`config.mk`:
```
export PLATFORM = sky130hd
export DESIGN_NAME = inst_fetch
export DESIGN_NICKNAME = d
export VERILOG_FILES = /design/src/rtl/isa_pkg.sv /design/src/rtl/inst_fetch_pc_counter.sv /design/src/rtl/inst_fetch.sv
export SDC_FILE = /design/constraint.sdc
export NUM_CORES = 1
export LEC_CHECK = 0
export CORE_MARGIN = 1.5
export CORE_UTILIZATION = 49
export DETAILED_ROUTE_END_ITERATION = 12
export PLACE_DENSITY = 0.93
export SLEW_MARGIN = 40
export SYNTH_ARGS = -nofsm -noshare
export SYNTH_HDL_FRONTEND = slang
export SYNTH_SLANG_ARGS = --single-unit
```
`constraint.sdc`:
```
create_clock -name clk -period 2.9 [get_ports clk]
set_input_delay 0.58 -clock clk [delete_from_list [all_inputs] [get_ports clk]]
set_output_delay 0.58 -clock clk [all_outputs]
set_load 0.02 [all_outputs]
```
`src/rtl/isa_pkg.sv`:
```
// ENGR 468 instruction-set constants shared by the fetch stage and the splitter:
// field positions/widths, the HALT opcode and the fetch FSM encoding.
package isa_pkg;

    localparam int INST_W   = 16;

    localparam int COND_LSB = 14;
    localparam int COND_W   = 2;
    localparam int OPCD_LSB = 10;
    localparam int OPCD_W   = 4;
    localparam int DEST_LSB = 7;
    localparam int DEST_W   = 3;
    localparam int SRC_LSB  = 4;
    localparam int SRC_W    = 3;
    localparam int SRC2_LSB = 0;
    localparam int SRC2_W   = 4;

    localparam logic [OPCD_W-1:0] HALT_OPCODE = 4'b1111;

    typedef enum logic {
        ST_RUN  = 1'b0,
        ST_HALT = 1'b1
    } fetch_state_t;

    function automatic logic [OPCD_W-1:0] get_opcd(input logic [INST_W-1:0] inst);
        return inst[OPCD_LSB +: OPCD_W];
    endfunction

endpackage

```
`src/rtl/inst_fetch_pc_counter.sv`:
```
// Fetch program counter: load wins over increment, otherwise hold.
// Arithmetic is ADDR_W bits wide, so the count wraps to 0 after the top address.
module pc_counter #(
    parameter int ADDR_W = 8
) (
    input  logic              clk,
    input  logic              rst,
    input  logic              ld,
    input  logic              inc,
    input  logic [ADDR_W-1:0] ld_val,
    output logic [ADDR_W-1:0] pc
);

    logic [ADDR_W-1:0] pc_q;
    logic [ADDR_W-1:0] pc_d;

    always_comb begin
        pc_d = pc_q;
        if (ld) begin
            pc_d = ld_val;
        end else if (inc) begin
            pc_d = pc_q + ADDR_W'(1);
        end
    end

    always_ff @(posedge clk) begin
        if (rst) begin
            pc_q <= '0;
        end else begin
            pc_q <= pc_d;
        end
    end

    assign pc = pc_q;

endmodule

```
`src/rtl/inst_fetch.sv`:
```
// Instruction fetch stage: walks the PC through a 1-cycle-latency ROM and hands
// one instruction per cycle to the splitter, with stall, branch bubble and HALT.
module inst_fetch
    import isa_pkg::*;
#(
    parameter int                ADDR_W    = 8,
    parameter logic [OPCD_W-1:0] HALT_OPCD = HALT_OPCODE
) (
    input  logic              clk,
    input  logic              rst,
    input  logic              stall,
    input  logic              branch_en,
    input  logic [ADDR_W-1:0] branch_target,
    output logic [ADDR_W-1:0] rom_addr,
    output logic              rom_en,
    input  logic [INST_W-1:0] rom_data,
    output logic [INST_W-1:0] inst,
    output logic              inst_valid,
    output logic [ADDR_W-1:0] pc,
    output logic              halted
);

    fetch_state_t      state_q, state_d;
    logic [ADDR_W-1:0] fetch_pc;
    logic [ADDR_W-1:0] pend_pc_q, pend_pc_d;
    logic              pend_valid_q, pend_valid_d;
    logic [INST_W-1:0] inst_q, inst_d;
    logic              inst_valid_q, inst_valid_d;
    logic [ADDR_W-1:0] pc_q, pc_d;

    logic advance;
    logic take_branch;
    logic halt_hit;

    assign advance     = (state_q == ST_RUN) & ~stall;
    assign take_branch = branch_en & ~stall;
    assign rom_addr    = take_branch ? branch_target : fetch_pc;
    assign rom_en      = advance;

    // A branch in the same cycle discards the in-flight word, so it cannot halt us.
    assign halt_hit = pend_valid_q & ~branch_en & (get_opcd(rom_data) == HALT_OPCD);

    pc_counter #(
        .ADDR_W (ADDR_W)
    ) u_pc_counter (
        .clk    (clk),
        .rst    (rst),
        .ld     (advance & branch_en),
        .inc    (advance & ~branch_en),
        .ld_val (branch_target + ADDR_W'(1)),
        .pc     (fetch_pc)
    );

    always_comb begin
        state_d      = state_q;
        pend_pc_d    = pend_pc_q;
        pend_valid_d = pend_valid_q;
        inst_d       = inst_q;
        inst_valid_d = inst_valid_q;
        pc_d         = pc_q;

        if (advance) begin
            inst_d       = rom_data;
            pc_d         = pend_pc_q;
            inst_valid_d = pend_valid_q & ~branch_en;
            pend_pc_d    = rom_addr;
            pend_valid_d = 1'b1;
            if (halt_hit) begin
                state_d      = ST_HALT;
                pend_valid_d = 1'b0;
            end
        end else if ((state_q == ST_HALT) && !stall) begin
            // inst/pc keep showing the HALT word; only its valid flag drops.
            inst_valid_d = 1'b0;
        end
    end

    always_ff @(posedge clk) begin
        if (rst) begin
            state_q      <= ST_RUN;
            pend_pc_q    <= '0;
            pend_valid_q <= 1'b0;
            inst_q       <= '0;
            inst_valid_q <= 1'b0;
            pc_q         <= '0;
        end else begin
            state_q      <= state_d;
            pend_pc_q    <= pend_pc_d;
            pend_valid_q <= pend_valid_d;
            inst_q       <= inst_d;
            inst_valid_q <= inst_valid_d;
            pc_q         <= pc_d;
        end
    end

    assign inst       = inst_q;
    assign inst_valid = inst_valid_q;
    assign pc         = pc_q;
    assign halted     = (state_q == ST_HALT);

endmodule
```
# [Yosys cells after proc, flatten, opt, wreduce, memory -nomap -nowiden]
# Cells that the tools add are included.
[op_classes] n_addsub=2 eq_ne=1 n_mux=6 n_bitwise=9 reduce_logical=5
[op_table] cell="8-bit 2-to-1 mux" n=3
[op_table] cell="8-bit by 1-bit adder with 8-bit output (second input constant)" n=2
[op_table] cell="1-bit bitwise AND" n=6
[op_table] cell="4-bit == test (second input constant)" n=1
[op_table] cell="2-bit nonzero test" n=2
[op_table] cell="1-bit 2-to-1 mux" n=3
[op_table] cell="1-bit NOT" n=3
[op_table] cell="2-bit AND reduction" n=1
[op_table] cell="1-bit logical AND" n=1
[op_table] cell="1-bit zero test" n=1
[word_totals] reg_bits=43 inputBits=28 out_inout_bits=35 wordCells=30

# [Logic depth before layout (Yosys ltp)]
# Gate-level depths: netlist of run 1.
[depth] ltp_word=5 depth_mapped=8 depth_no_buf=8

# [Modules after synthesis]
# A second synthesis of run 1 with hierarchy kept.
[unflattened] cells_unflattened=234 hier_area_um2=1991.9
[by_module_without_submodules] module="inst_fetch" instances=1 cells_per_inst=181 area_per_inst_um2=1527.7 seq_area_each_um2=700.7
[by_module_without_submodules] module="pc_counter" instances=1 cells_per_inst=53 area_per_inst_um2=464.2 seq_area_each_um2=160.2

# [Worst setup path after synthesis of run 1]
# Ideal clock, no wire load.
[synth_path] path_type="input -> register" start="in branch_en" end="reg u_pc_counter.pc_q[6], in the netlist u_pc_counter.pc[6]" arrival_ns=1.984 path_slack_ns=0.802 path_stages=8 path_cell_list="nor3b_4 nand2_1 nand2_1 ha_1 nand3_1 o311ai_0 o311ai_1 o21a_1"
[synth_between] elab_chain_cells=3 word_cells_on_any_way=5 cone_classes="mux (1); bitwise (3); reduce/logical (1)"
[synth_lines] item="start: declaration" line="inst_fetch.sv:12" source="input logic branch_en,"
[synth_lines] item="1-bit NOT" line="inst_fetch.sv:49" source=".inc (advance & ~branch_en),"
[synth_lines] item="1-bit bitwise AND" line="inst_fetch.sv:49"
[synth_lines] item="2-bit nonzero test (no source line)"
[synth_lines] item="end signal: assignment" line="inst_fetch_pc_counter.sv:30" source="pc_q <= pc_d;"
[synth_lines] item="end: declaration" line="inst_fetch_pc_counter.sv:14" source="logic [ADDR_W-1:0] pc_q;"
# Parallel ways exist; a longest one is shown, timed or not.
# A chain may end at the register's enable or synchronous reset.

# [Worst setup path after layout of run 1]
[layout_path] start="in branch_en" end="out rom_addr[0]"
[layout_between] elab_chain_cells=2
[layout_lines] item="1-bit bitwise AND" line="inst_fetch.sv:36" source="assign take_branch = branch_en & ~stall;"
[layout_lines] item="8-bit 2-to-1 mux" line="inst_fetch.sv:37" source="assign rom_addr = take_branch ? branch_target : fetch_pc;"
[layout_lines] item="end: declaration" line="inst_fetch.sv:14" source="output logic [ADDR_W-1:0] rom_addr,"
# Every way passes these cells.

==> out/results.txt, run 1 <==
status: finished, final reports clean
Util after Layout: 74.3%
Yosys warnings: 0
Int Pwr: 1.02 mW
Mapped Area: 1940 um2
CTS tree: built
Tot Pwr: 1.36 mW
measured slew at the worst slew-check pin: 436 ps
Placer Congestion: 0.888
wire length per cell: 14.0 um
Overflow after GRT: 0
Hold Vio Cnt, Final: 0
Seq/Total Area, Yosys: 44.5%
Die Ht: 65.9 um
Pleak: 1.12 nW
WS Path Type: in2out
Gate power share: 18.3%
depth of the CTS H-tree: 2
DIE WIDTH: 65.9 um
largest net degree at the start of global routing: 45
Post-synth EDFFs: 0
FMAX: 0.356 GHz
number of global-route vias before repair: 1872
async set-reset flop share out of synthesis: 0%
CP startpoint kind: input pin
#FFs+latches synth: 43
class of the tightest hold or removal check: reg2reg
Die Footprint: 4340 um2
Main synth FF type: dfxtp_1
final setup fails: 0
Slew Viols, Final: 0
DRC: 0
NetSw: 0.343 mW
period utilization: 96.7%
relative slew slack: 70.9%
detailed placer's ending HPWL: 3.50 mm
register share of total power: 47.0%
total setup buffers inserted after CTS: 0
nets: 337
Final WS setup: 94.5 ps
Area Overhead vs Synth: 42.7%
Net Sw Frac: 25.1%
Worst-Skew Late Latency: 290 ps
Post-Syn Instances: 244
top-area cell type share of the netlist area: 44.5%
leading area contributor after synthesis: dfxtp_1
dpl ws: 39.0 ps
Clock Sinks: 43
CP Max Fanout: 8
Worst-path clk slew: 70 ps
fill cell count: 289
WL final: 5.01 mm
CTS root buf: clkbuf_8
Ports: 63
syn nets: 273
Fin Clk Skew: 6.06 ps
vias: 1966
Mapped Avg Cell Area: 7.93 um2
critical path endpoint category: primary output
total negative slack: 0 ps
clock tree buffer depth: 2
initial antenna violation count: 0
Synth area leaders: dfxtp_1 (44%), nand2_1 (14%), a21oi_1 (9.6%)
Max Cap Violations: 0
first-pass GRT wire length: 8.44 mm
Inserted Diodes: 0
share of cells above drive strength 1: 9.06%
Tot GR Track Use: 25.2%
DRT antenna net count: 0
crit path time final: 2810 ps
port bufs: 62
RSZ-0062 raised after global routing: no
1st-pass router iterations: 4
peak supply drop: 400 uV
core area: 3720 um2
Initial Util: 52.1%
clock network fraction of total power: 34.7%
PD cells: 494 nW/um2
total clock buffers created by CTS: 5
critical path arrival: 2230 ps
Synth cell types: 39
vias per cell: 5.51
First DRT Iteration DRCs: 119
CP required: 2320 ps
row count: 22
## power groups by stage
stage | combinational, mW | sequential, mW | clock (mW)
floorplan | 0.112 | 0.669 | 0
global placement | 0.245 | 0.653 | 0
detailed placement | 0.251 | 0.655 | 0
CTS | 0.252 | 0.641 | 0.485
global route | 0.270 | 0.645 | 0.513
finish | 0.249 | 0.641 | 0.474
## cell usage in the layout (no fill, tap or decap), drive strengths merged, types with 2 or more instances in the layout
cell type	netlist	layout
inv	6	6
clkbuf	8	6
buf	7	10
dlymetal6s2s	0	7
and3	3	3
nor2	5	5
o21ai	10	10
mux2	8	8
nand3	5	5
a21oi	37	37
nand2	73	73
nor3b	2	2
a31oi	3	3
dfxtp	43	43
o211ai	2	2
o311ai	2	2
mux2i	4	4
nand4	5	5
a211oi	3	3
clkdlybuf4s50	0	55
## layout make-up
class	instances	area, um2	area share, %
timing repair buffer	72	713	25.8
clock buffer	6	82.6	2.99
inverter	6	22.5	0.816
sequential	43	861	31.2
multi-input combinational	180	987	35.7
tap	48	60.1	2.17
clock inverter	2	35.0	1.27
## cell families (layout without fill, tap and decap cells)
family / count (synthesis) / count (layout) / synth area share, %
AOI/OAI and AO/OA: 64 / 64 / 19.3
muxes: 12 / 12 / 6.72
adders and majority gates: 1 / 1 / 0.646
DFF: 43 / 43 / 44.5
xor gates and xnor gates: 2 / 2 / 0.905
buffers and inverters: 21 / 86 / 4.52
and+or+nand+nor: 101 / 101 / 23.4
## registers in the layout, indices dropped and copies added (netlist names)
| register | cells |
|---|---|
| u_pc_counter.pc | 8 |
| inst | 16 |
| pend_valid_q | 1 |
| pc | 8 |
| inst_valid | 1 |
| halted | 1 |
| pend_pc_q | 8 |
## cell usage after synthesis, types with 3 or more instances
cell type   n
o21ai_0    10
nand2_1    73
a31oi_1     3
mux2i_1     4
mux2_2      8
dfxtp_1    43
and3_1      3
inv_1       5
buf_2       7
nand4_1     5
a211oi_1    3
nor2_1      5
a21oi_1    37
nand3_1     5
clkbuf_1    8
## metal layers
layer	routed length (um)	up-vias	track usage [%]	part of all wire, %
met5	0	-	0	0
met4	110	0	12.0	2.2
met3	181	9	4.94	3.6
met2	2630	50	44.6	53
met1	2090	932	29.0	42
li1	-	975	-	-
## critical path, cell delays in order
cell and delay [ps]:
clkdlybuf4s50_1 470, nor2b_1 120, buf_4 180, mux2_2 340, clkdlybuf4s50_1 530
## timing repair
item                                    4_1_cts  5_1_grt
hold buffers                                  0        0
endpoints found under the setup margin        0        7
hold endpoints to repair                      0        0
resized for setup                             0        7
## through the flow
step / hold slack (ps) / area, um2 / instances
finish: 456 / 2760 / 357
global route: 480 / 2760 / 357
CTS: 459 / 2740 / 357
detailed placement: 446 / 2630 / 349
global placement: 439 / 2630 / 349
floorplan: 429 / 1940 / 244
## path summary, 6_finish.rpt
| check | startpoint | to | slack (ps) | depth (start not counted) |
|---|---|---|---|---|
| min reg2reg | inst[12] | inst[12] | 460 | 2 |
| max reg2reg | halted | u_pc_counter.pc[6] | 850 | 8 |
| min | inst[12] | inst[12] | 460 | 2 |
| max | branch_en | rom_addr[0] | 90 | 5 |
Power figures use the tool's default switching activity.
==> run 2: changes to the inputs <==
- CORE_UTILIZATION: 49 -> 45
- PLACE_DENSITY: 0.93 -> 0.87
- clock period: 2.9 -> 3.09 ns (I/O delays scaled with it)
==> out/results.txt, run 2 (synthesis gave the netlist of run 1 again) <==
Die Footprint: 4700 um2
CTS resizes: 1
total setup buffers inserted after CTS: 0
port bufs: 62
peak supply drop: 337 uV
largest net degree at the start of global routing: 45
vias: 1990
CP required: 2470 ps
max FFs per register: 16
slowest cell on the critical path: clkdlybuf4s50_1
detailed placer's ending HPWL: 3.60 mm
Worst-path clk slew: 80 ps
depth of the CTS H-tree: 2
Setup crit start: stall
WS Path Type: in2out
Area Overhead vs Synth: 43.1%
commonest non-fill, non-tap cell in the layout: nand2_1
Tot GR Track Use: 22.4%
Pleak: 1.05 nW
initial antenna violation count: 0
final setup fails: 0
gr busiest metal: met2
met3 GRT Util: 5.68%
Worst Hold Launch: inst[2]
total clock buffers created by CTS: 5
class of the tightest hold or removal check: reg2reg
DRC: 0
measured slew at the worst slew-check pin: 427 ps
Placer Congestion: 0.868
first-pass GRT wire length: 7.82 mm
commonest cells after routing, fill and taps aside: nand2_1 (73), clkdlybuf4s50_1 (61), dfxtp_1 (43), a21oi_1 (37), buf_4 (13)
CTS root buf: clkbuf_8
number of global-route vias before repair: 1639
Tot Pwr: 1.28 mW
CP Max Fanout: 4
DIE WIDTH: 68.6 um
Max Cap Violations: 0
vias per cell: 5.50
Util after Layout: 68.2%
RSZ-0062 raised after global routing: no
WL final: 5.25 mm
WP buf/inv: 3
Inserted Diodes: 0
status: finished, final reports clean
core area: 4060 um2
Die Ht: 68.6 um
met2 Use GR: 36.1%
DRT antenna net count: 0
Overflow after GRT: 0
Hold Vio Cnt, Final: 0
Post-Layout Inst Area: 2770 um2
RR Startpoint: halted
nets: 340
smallest hold slack: 454 ps
period utilization: 97.3%
FMAX: 0.333 GHz
PD cells: 464 nW/um2
CP delay by family, top: buffers and inverters
share of cells above drive strength 1: 10.3%
CP startpoint kind: input pin
wire length per cell: 14.5 um
clock tree buffer depth: 2
crit-path cells: clkdlybuf4s50_1 -> nor2b_2 -> buf_4 -> mux2_2 -> clkdlybuf4s50_1
CTS tree: built
Slew Viols, Final: 0
critical path endpoint category: primary output
crit path time final: 3010 ps
total negative slack: 0 ps
First DRT Iteration DRCs: 101
Fin Clk Skew: 3.47 ps
Clock Sinks: 43
Initial Util: 47.7%
CP peak stage delay: 560 ps
CP most frequent cell: clkdlybuf4s50_1
relative slew slack: 71.6%
routing usage on met1: 28.1%
critical path arrival: 2390 ps
Ports: 63
# hold bufs at CTS: 0
1st-pass router iterations: 5
placed inst area: 2650 um2
Worst-Skew Late Latency: 300 ps
row count: 23
-- run 2: area by class of cell --
class,count,area [um2]
fill,326,1290
clock buffer,5,68.8
sequential,43,861
multi-input combinational,180,990
inverter,6,22.5
clock inverter,3,43.8
tap,50,62.6
timing repair buffer,75,721
-- run 2: layer usage --
| metal | part of all wire (%) | vias up |
|---|---|---|
| met5 | 0 | - |
| met4 | 1.9 | 0 |
| met3 | 6.6 | 9 |
| met2 | 49 | 76 |
| met1 | 42 | 925 |
| li1 | - | 980 |
-- run 2: path summary, 6_finish.rpt --
| kind | end | depth (start not counted) | slack (ps) |
|---|---|---|---|
| min reg2reg | inst[2] | 2 | 450 |
| max reg2reg | u_pc_counter.pc[6] | 8 | 1040 |
| max | rom_addr[4] | 5 | 80 |
| min | inst[2] | 2 | 450 |
-- run 2: power by group --
part / internal [mW] / switching (mW) / total (mW)
Sequential: 0.581 / 0.0206 / 0.602
Combinational: 0.119 / 0.122 / 0.242
Clock: 0.241 / 0.199 / 0.440
Total: 0.941 / 0.342 / 1.28
-- run 2: worst reg2reg max path, delay by kind of cell (launching register included) --
family / cells / cell delay, ps
fa+ha+maj: 1 / 190
flops: 1 / 430
compound gates: 3 / 750
simple gates: 4 / 580
-- run 2: through the flow --
stage / setup slack, ps / std cells
2_1_floorplan: 954 / 244
3_3_place_gp: 8.55 / 354
3_5_place_dp: -5.77 / 354
4_1_cts: 63.1 / 362
5_1_grt: 8.63 / 362
6_report: 84.9 / 362
==> run 3: changes to the inputs <==
- clock period: 3.09 -> 3.45 ns (I/O delays scaled with it)
==> out/results.txt, run 3 (synthesis gave the netlist of run 1 again) <==
status: finished, final reports clean
first-pass GRT wire length: 8.09 mm
peak supply drop: 299 uV
DIE WIDTH: 68.6 um
CP peak stage delay: 550 ps
final non-filler cell total: 358
Final WS setup: 186 ps
Inserted Diodes: 0
share of cells above drive strength 1: 8.77%
Reg2Reg Depth: 8
Hold Vio Cnt, Final: 0
Initial Util: 47.7%
Tot GR Track Use: 23.0%
depth of the CTS H-tree: 2
RR Startpoint: halted
CP most frequent cell: clkdlybuf4s50_1
Top Metal Used: met4
Max Cap Violations: 0
Die Ht: 68.6 um
Die Footprint: 4700 um2
PD cells: 424 nW/um2
Worst Hold Launch: pend_pc_q[3]
CP Max Fanout: 4
Pleak: 1.01 nW
CP endpoint: rom_addr[1]
CTS resizes: 0
critical path arrival: 2570 ps
metal2 WL: 2.65 mm
DRC: 0
DRT antenna net count: 0
worst reg-to-reg setup slack: 1320 ps
Detail Route met3 WL: 313 um
largest net degree at the start of global routing: 45
class of the tightest hold or removal check: reg2reg
Clock Sinks: 43
port bufs: 62
Worst-Skew Late Latency: 300 ps
commonest non-fill, non-tap cell in the layout: nand2_1
1st-pass router iterations: 4
WS Path Type: in2out
RSZ-0062 raised after global routing: no
Slew Viols, Final: 0
Reg2Reg Capture Point: u_pc_counter.pc[6]
initial antenna violation count: 0
FMAX: 0.306 GHz
Sequential Area: 861 um2
crit-path cells: clkdlybuf4s50_1 -> nor2b_1 -> buf_4 -> mux2_2 -> clkdlybuf4s50_1
Overflow after GRT: 0
vias per cell: 5.59
row count: 23
CTS root buf: clkbuf_8
Worst-path clk slew: 80 ps
dpl ws: 214 ps
met1 WL: 2.19 mm
final setup fails: 0
detailed placer's ending HPWL: 3.54 mm
fill cell count: 346
commonest cells after routing, fill and taps aside: nand2_1 (73), clkdlybuf4s50_1 (62), dfxtp_1 (43), a21oi_1 (37), o21ai_0 (10)
crit path time final: 3260 ps
critical path endpoint category: primary output
measured slew at the worst slew-check pin: 427 ps
relative slew slack: 71.6%
total setup buffers inserted after CTS: 0
Fin Clk Skew: 0.949 ps
First DRT Iteration DRCs: 153
total negative slack: 0 ps
Area Overhead vs Synth: 41.5%
Setup crit start: stall
max FFs per register: 16
total clock buffers created by CTS: 5
Placer Congestion: 0.858
CP startpoint kind: input pin
nets: 336
period utilization: 94.6%
Ports: 63
CP required: 2760 ps
number of global-route vias before repair: 1712
dpl cells: 350
multi-input logic area: 987 um2
core area: 4060 um2
vias: 2002
WL final: 5.25 mm
CTS tree: built
slowest cell on the critical path: clkdlybuf4s50_1
clock tree buffer depth: 2
wire length per cell: 14.7 um
# hold bufs at CTS: 0
Tot Pwr: 1.16 mW
-- run 3: worst min-delay path by stage --
| stage | slack, ps | to | cells after the start |
|---|---|---|---|
| after floorplan | 430 | pc[0] | 2 |
| after global placement | 440 | pc[1] | 2 |
| after detailed placement | 450 | inst[14] | 2 |
| after CTS | 460 | pc[3] | 2 |
| after global routing | 470 | pc[3] | 2 |
| final | 450 | pc[3] | 2 |
-- run 3: per-stage QoR --
| stage | hold slack [ps] | utilization (%) | instance area (um2) |
|---|---|---|---|
| 6_report | 452 | 67.5 | 2740 |
| 5_1_grt | 465 | 67.5 | 2740 |
| 4_1_cts | 455 | 67.5 | 2740 |
| 3_5_place_dp | 446 | 64.6 | 2620 |
| 3_3_place_gp | 438 | 64.6 | 2620 |
| 2_1_floorplan | 429 | - | 1940 |
-- run 3: per-layer routing --
metal  global-route usage, %  vias to the layer above
met4                    10.0                        0
met1                    30.5                      939
met3                    4.55                       10
met5                       0                        -
li1                        -                      974
met2                    36.1                       79
-- run 3: report_power, final --
part           switching (mW)  total, mW  leakage, nW  internal, mW
combinational           0.110      0.214        0.600         0.104
sequential             0.0183      0.539        0.352         0.521
clock                   0.173      0.407       0.0612         0.234
total                   0.301       1.16         1.01         0.859
-- run 3: layout make-up --
| class | instances | share of cell area, % |
|---|---|---|
| clock buffer | 6 | 3.02 |
| timing repair buffer | 71 | 25.1 |
| inverter | 6 | 0.822 |
| sequential | 43 | 31.4 |
| clock inverter | 2 | 1.28 |
| tap | 50 | 2.28 |
| multi-input combinational | 180 | 36.0 |
-- run 3: worst max-delay path: cells and delay by family --
family / cells / cell delay (ps)
buffers and inverters: 3 / 1230
muxes: 1 / 360
and+or+nand+nor: 1 / 280
==> patch (settings of run 2) <==
Add an input register stage for `branch_target`, with the module's reset; this delays it by one clock. The other inputs are not delayed to match.
--- a/src/rtl/inst_fetch.sv
+++ b/src/rtl/inst_fetch.sv
@@ -20,6 +20,16 @@
     output logic              halted
 );
 
+    logic [ADDR_W-1:0] branch_target_q;
+
+    always_ff @(posedge clk) begin
+        if (rst) begin
+            branch_target_q <= '0;
+        end else begin
+            branch_target_q <= branch_target;
+        end
+    end
+
     fetch_state_t      state_q, state_d;
     logic [ADDR_W-1:0] fetch_pc;
     logic [ADDR_W-1:0] pend_pc_q, pend_pc_d;
@@ -34,7 +44,7 @@
 
     assign advance     = (state_q == ST_RUN) & ~stall;
     assign take_branch = branch_en & ~stall;
-    assign rom_addr    = take_branch ? branch_target : fetch_pc;
+    assign rom_addr    = take_branch ? branch_target_q : fetch_pc;
     assign rom_en      = advance;
 
     // A branch in the same cycle discards the in-flight word, so it cannot halt us.
@@ -47,7 +57,7 @@
         .rst    (rst),
         .ld     (advance & branch_en),
         .inc    (advance & ~branch_en),
-        .ld_val (branch_target + ADDR_W'(1)),
+        .ld_val (branch_target_q + ADDR_W'(1)),
         .pc     (fetch_pc)
     );
 
Formal check against the unedited RTL: not equivalent (a bounded check fails within 4 cycles, from zero or initial values and one cycle with rst high).
==> patch against run 2 <==
Cell area rose by 5.7%; cell count rose by 4.4%; power rose by 9.1%; sequential cell count rose by 8; critical path depth did not move; register-to-register slack got worse by 70 ps; synthesized area rose by 13%; routed wire length fell by 4.6%; clock power rose by 7.5%; worst setup slack improved by 52 ps; combinational power fell by 12%; highest routed layer unchanged.
==> patch: results (changes against run 2) <==
TritonCTS Buffers - 5 (unchanged)
drt first-iter violations - 89 (was 101)
crit path from - branch_en (was stall)
Worst path top cell family by delay - buffers and inverters (unchanged)
top cells by count, synth - nand2_1 (75), dfxtp_1 (51), a21oi_1 (37), nor2_1 (11), nor2b_1 (10) (was nand2_1 (73), dfxtp_1 (43), a21oi_1 (37), o21ai_0 (10))
Slew @ Worst Pin - 680 ps (was 427 ps)
slowest stage cell, crit path - clkdlybuf4s50_1 (unchanged)
Hold Path Origin - pend_pc_q[3]$_SDFFE_PP0N_ (was inst[2]$_SDFFE_PP0N_)
R2R depth - 9 (was 8)
YS warnings - 0 (unchanged)
vias in the first global route - 1872 (was 1639)
WHS Endpoint - pc[3]$_SDFFE_PP0N_ (was inst[2]$_SDFFE_PP0N_)
DP HPWL - 3.47 mm (was 3.60 mm)
vias per cell - 5.39 (was 5.50)
clock-pin slew on the worst setup and hold paths - 80 ps (about the same)
Clock Skew - 6.00 ps (was 3.47 ps)
max-cap viol count - 0 (unchanged)
Clock Latency Late Sink - 310 ps
wire per inst - 13.3 um (was 14.5 um)
WHS Path Cells - 2 (unchanged)
WL final - 5.01 mm (was 5.25 mm)
GP Congestion - 0.846 (was 0.868)
worst vdd ir - 0.000355 V (was 0.000337 V)
Tot GR Track Use - 19.7% (was 22.4%)
Layout fillers - 415 (was 326)
sequential area share after synthesis - 46.8% (was 44.5%)
initial antenna violation count - 0 (unchanged)
Netlist cell types - 41 (was 39)
leakage power - 0.00107 uW (was 0.00105 uW)
largest net degree at the start of global routing - 43 (was 45)
DP Cell Count - 370 (was 354)
first-pass GRT wire length - 8.14 mm (was 7.82 mm)
layout cell share with drive strength beyond 1 - 9.88% (was 10.3%)
critical-path maximum fanout - 8 (was 4)
Post-synth ARST share - 0% (unchanged)
CTS max path bufs - 2 (unchanged)
Post-Syn Nets - 295 (was 273)
R2R Setup Slk - 970 ps (was 1040 ps)
TritonRoute pass-1 iters - 4 (was 5)
Arr. time, crit path - 2330 ps (was 2390 ps)
status - finished, final reports clean (unchanged)
Post-CTS Setup Bufs - 0 (unchanged)
Post-DP Area - 0.00281 mm^2 (was 0.00265 mm^2)
Hold Fails Final Rpt - 0 (unchanged)
Resized cells post-CTS - 0 (was 1)
max reg flops - 16 (unchanged)
worst min-delay path class - reg2reg (unchanged)
post-layout net count - 352 (was 340)
Antenna diodes - 0 (unchanged)
max incr delay on CP - 540 ps (was 560 ps)
input/output buffers - 62 (unchanged)
Max H-tree Level - 2 (unchanged)
Final Max Slew Viols - 0 (unchanged)
top post-synthesis cells by area - dfxtp_1 (47%), nand2_1 (13%), a21oi_1 (8.5%) (was dfxtp_1 (44%), nand2_1 (14%), a21oi_1 (9.6%))
syn_area_per_cell - 8.20 um^2 (was 7.93 um^2)
==> patch: cell count changes after synthesis, sizes merged, moves of 2 or more <==
cell           run 2  this run
o311ai             2         0
nor4               1         4
nor2b              1        10
nor2               5        12
buf                7        12
nand2             73        75
o21ai             10         6
dfxtp             43        51
inv                6         3
and3               3         1
nand4              5         2
nor3               0         4
==> patch: cell type report <==
cell class	count	area (um^2)	area share (%)
clock inverters	2	35.0	1.20
well taps	54	67.6	2.31
clock buffers	6	82.6	2.82
flip-flops and latches	51	1020	34.9
multi-input cells	191	1030	35.1
repair buffers	70	676	23.1
inverters	4	16.3	0.556
==> patch: layer usage <==
layer  wire [um]  GRT usage, %
met5           0             0
met4          29          5.03
met3         323          6.49
met2        2430          35.1
met1        2230          22.6
==> patch: metrics by stage <==
step	total power (uW)	setup slack [ps]	hold WS [ps]	utilization [%]
floorplan	845	776	432	-
global placement	936	164	438	59.9
detailed placement	942	159	446	59.9
CTS	1410	141	459	62.4
global route	1470	61.9	474	62.4
finish	1400	137	455	62.4
==> patch: power breakdown <==
group | switching (uW) | internal [uW] | leakage, uW
clock | 212 | 262 | 0.0000612
sequential | 26.3 | 687 | 0.000419
combinational | 106 | 107 | 0.000589
==> patch: cells by family (layout without fill, tap and decap cells) <==
kind of cell,count (synthesis),after routing,synth area share [%]
simple gates,118,118,24.3
xor+xnor,3,3,1.21
fa+ha+maj,1,1,0.574
buf+inv,24,82,6.02
mux,11,11,5.68
compound gates,58,58,15.4
flops,51,51,46.8
==> patch: tightest hold or removal path: stages, from the launching register on <==
cell	delay, ps
dfxtp_1	320
nand2_1	50
a21oi_1	50
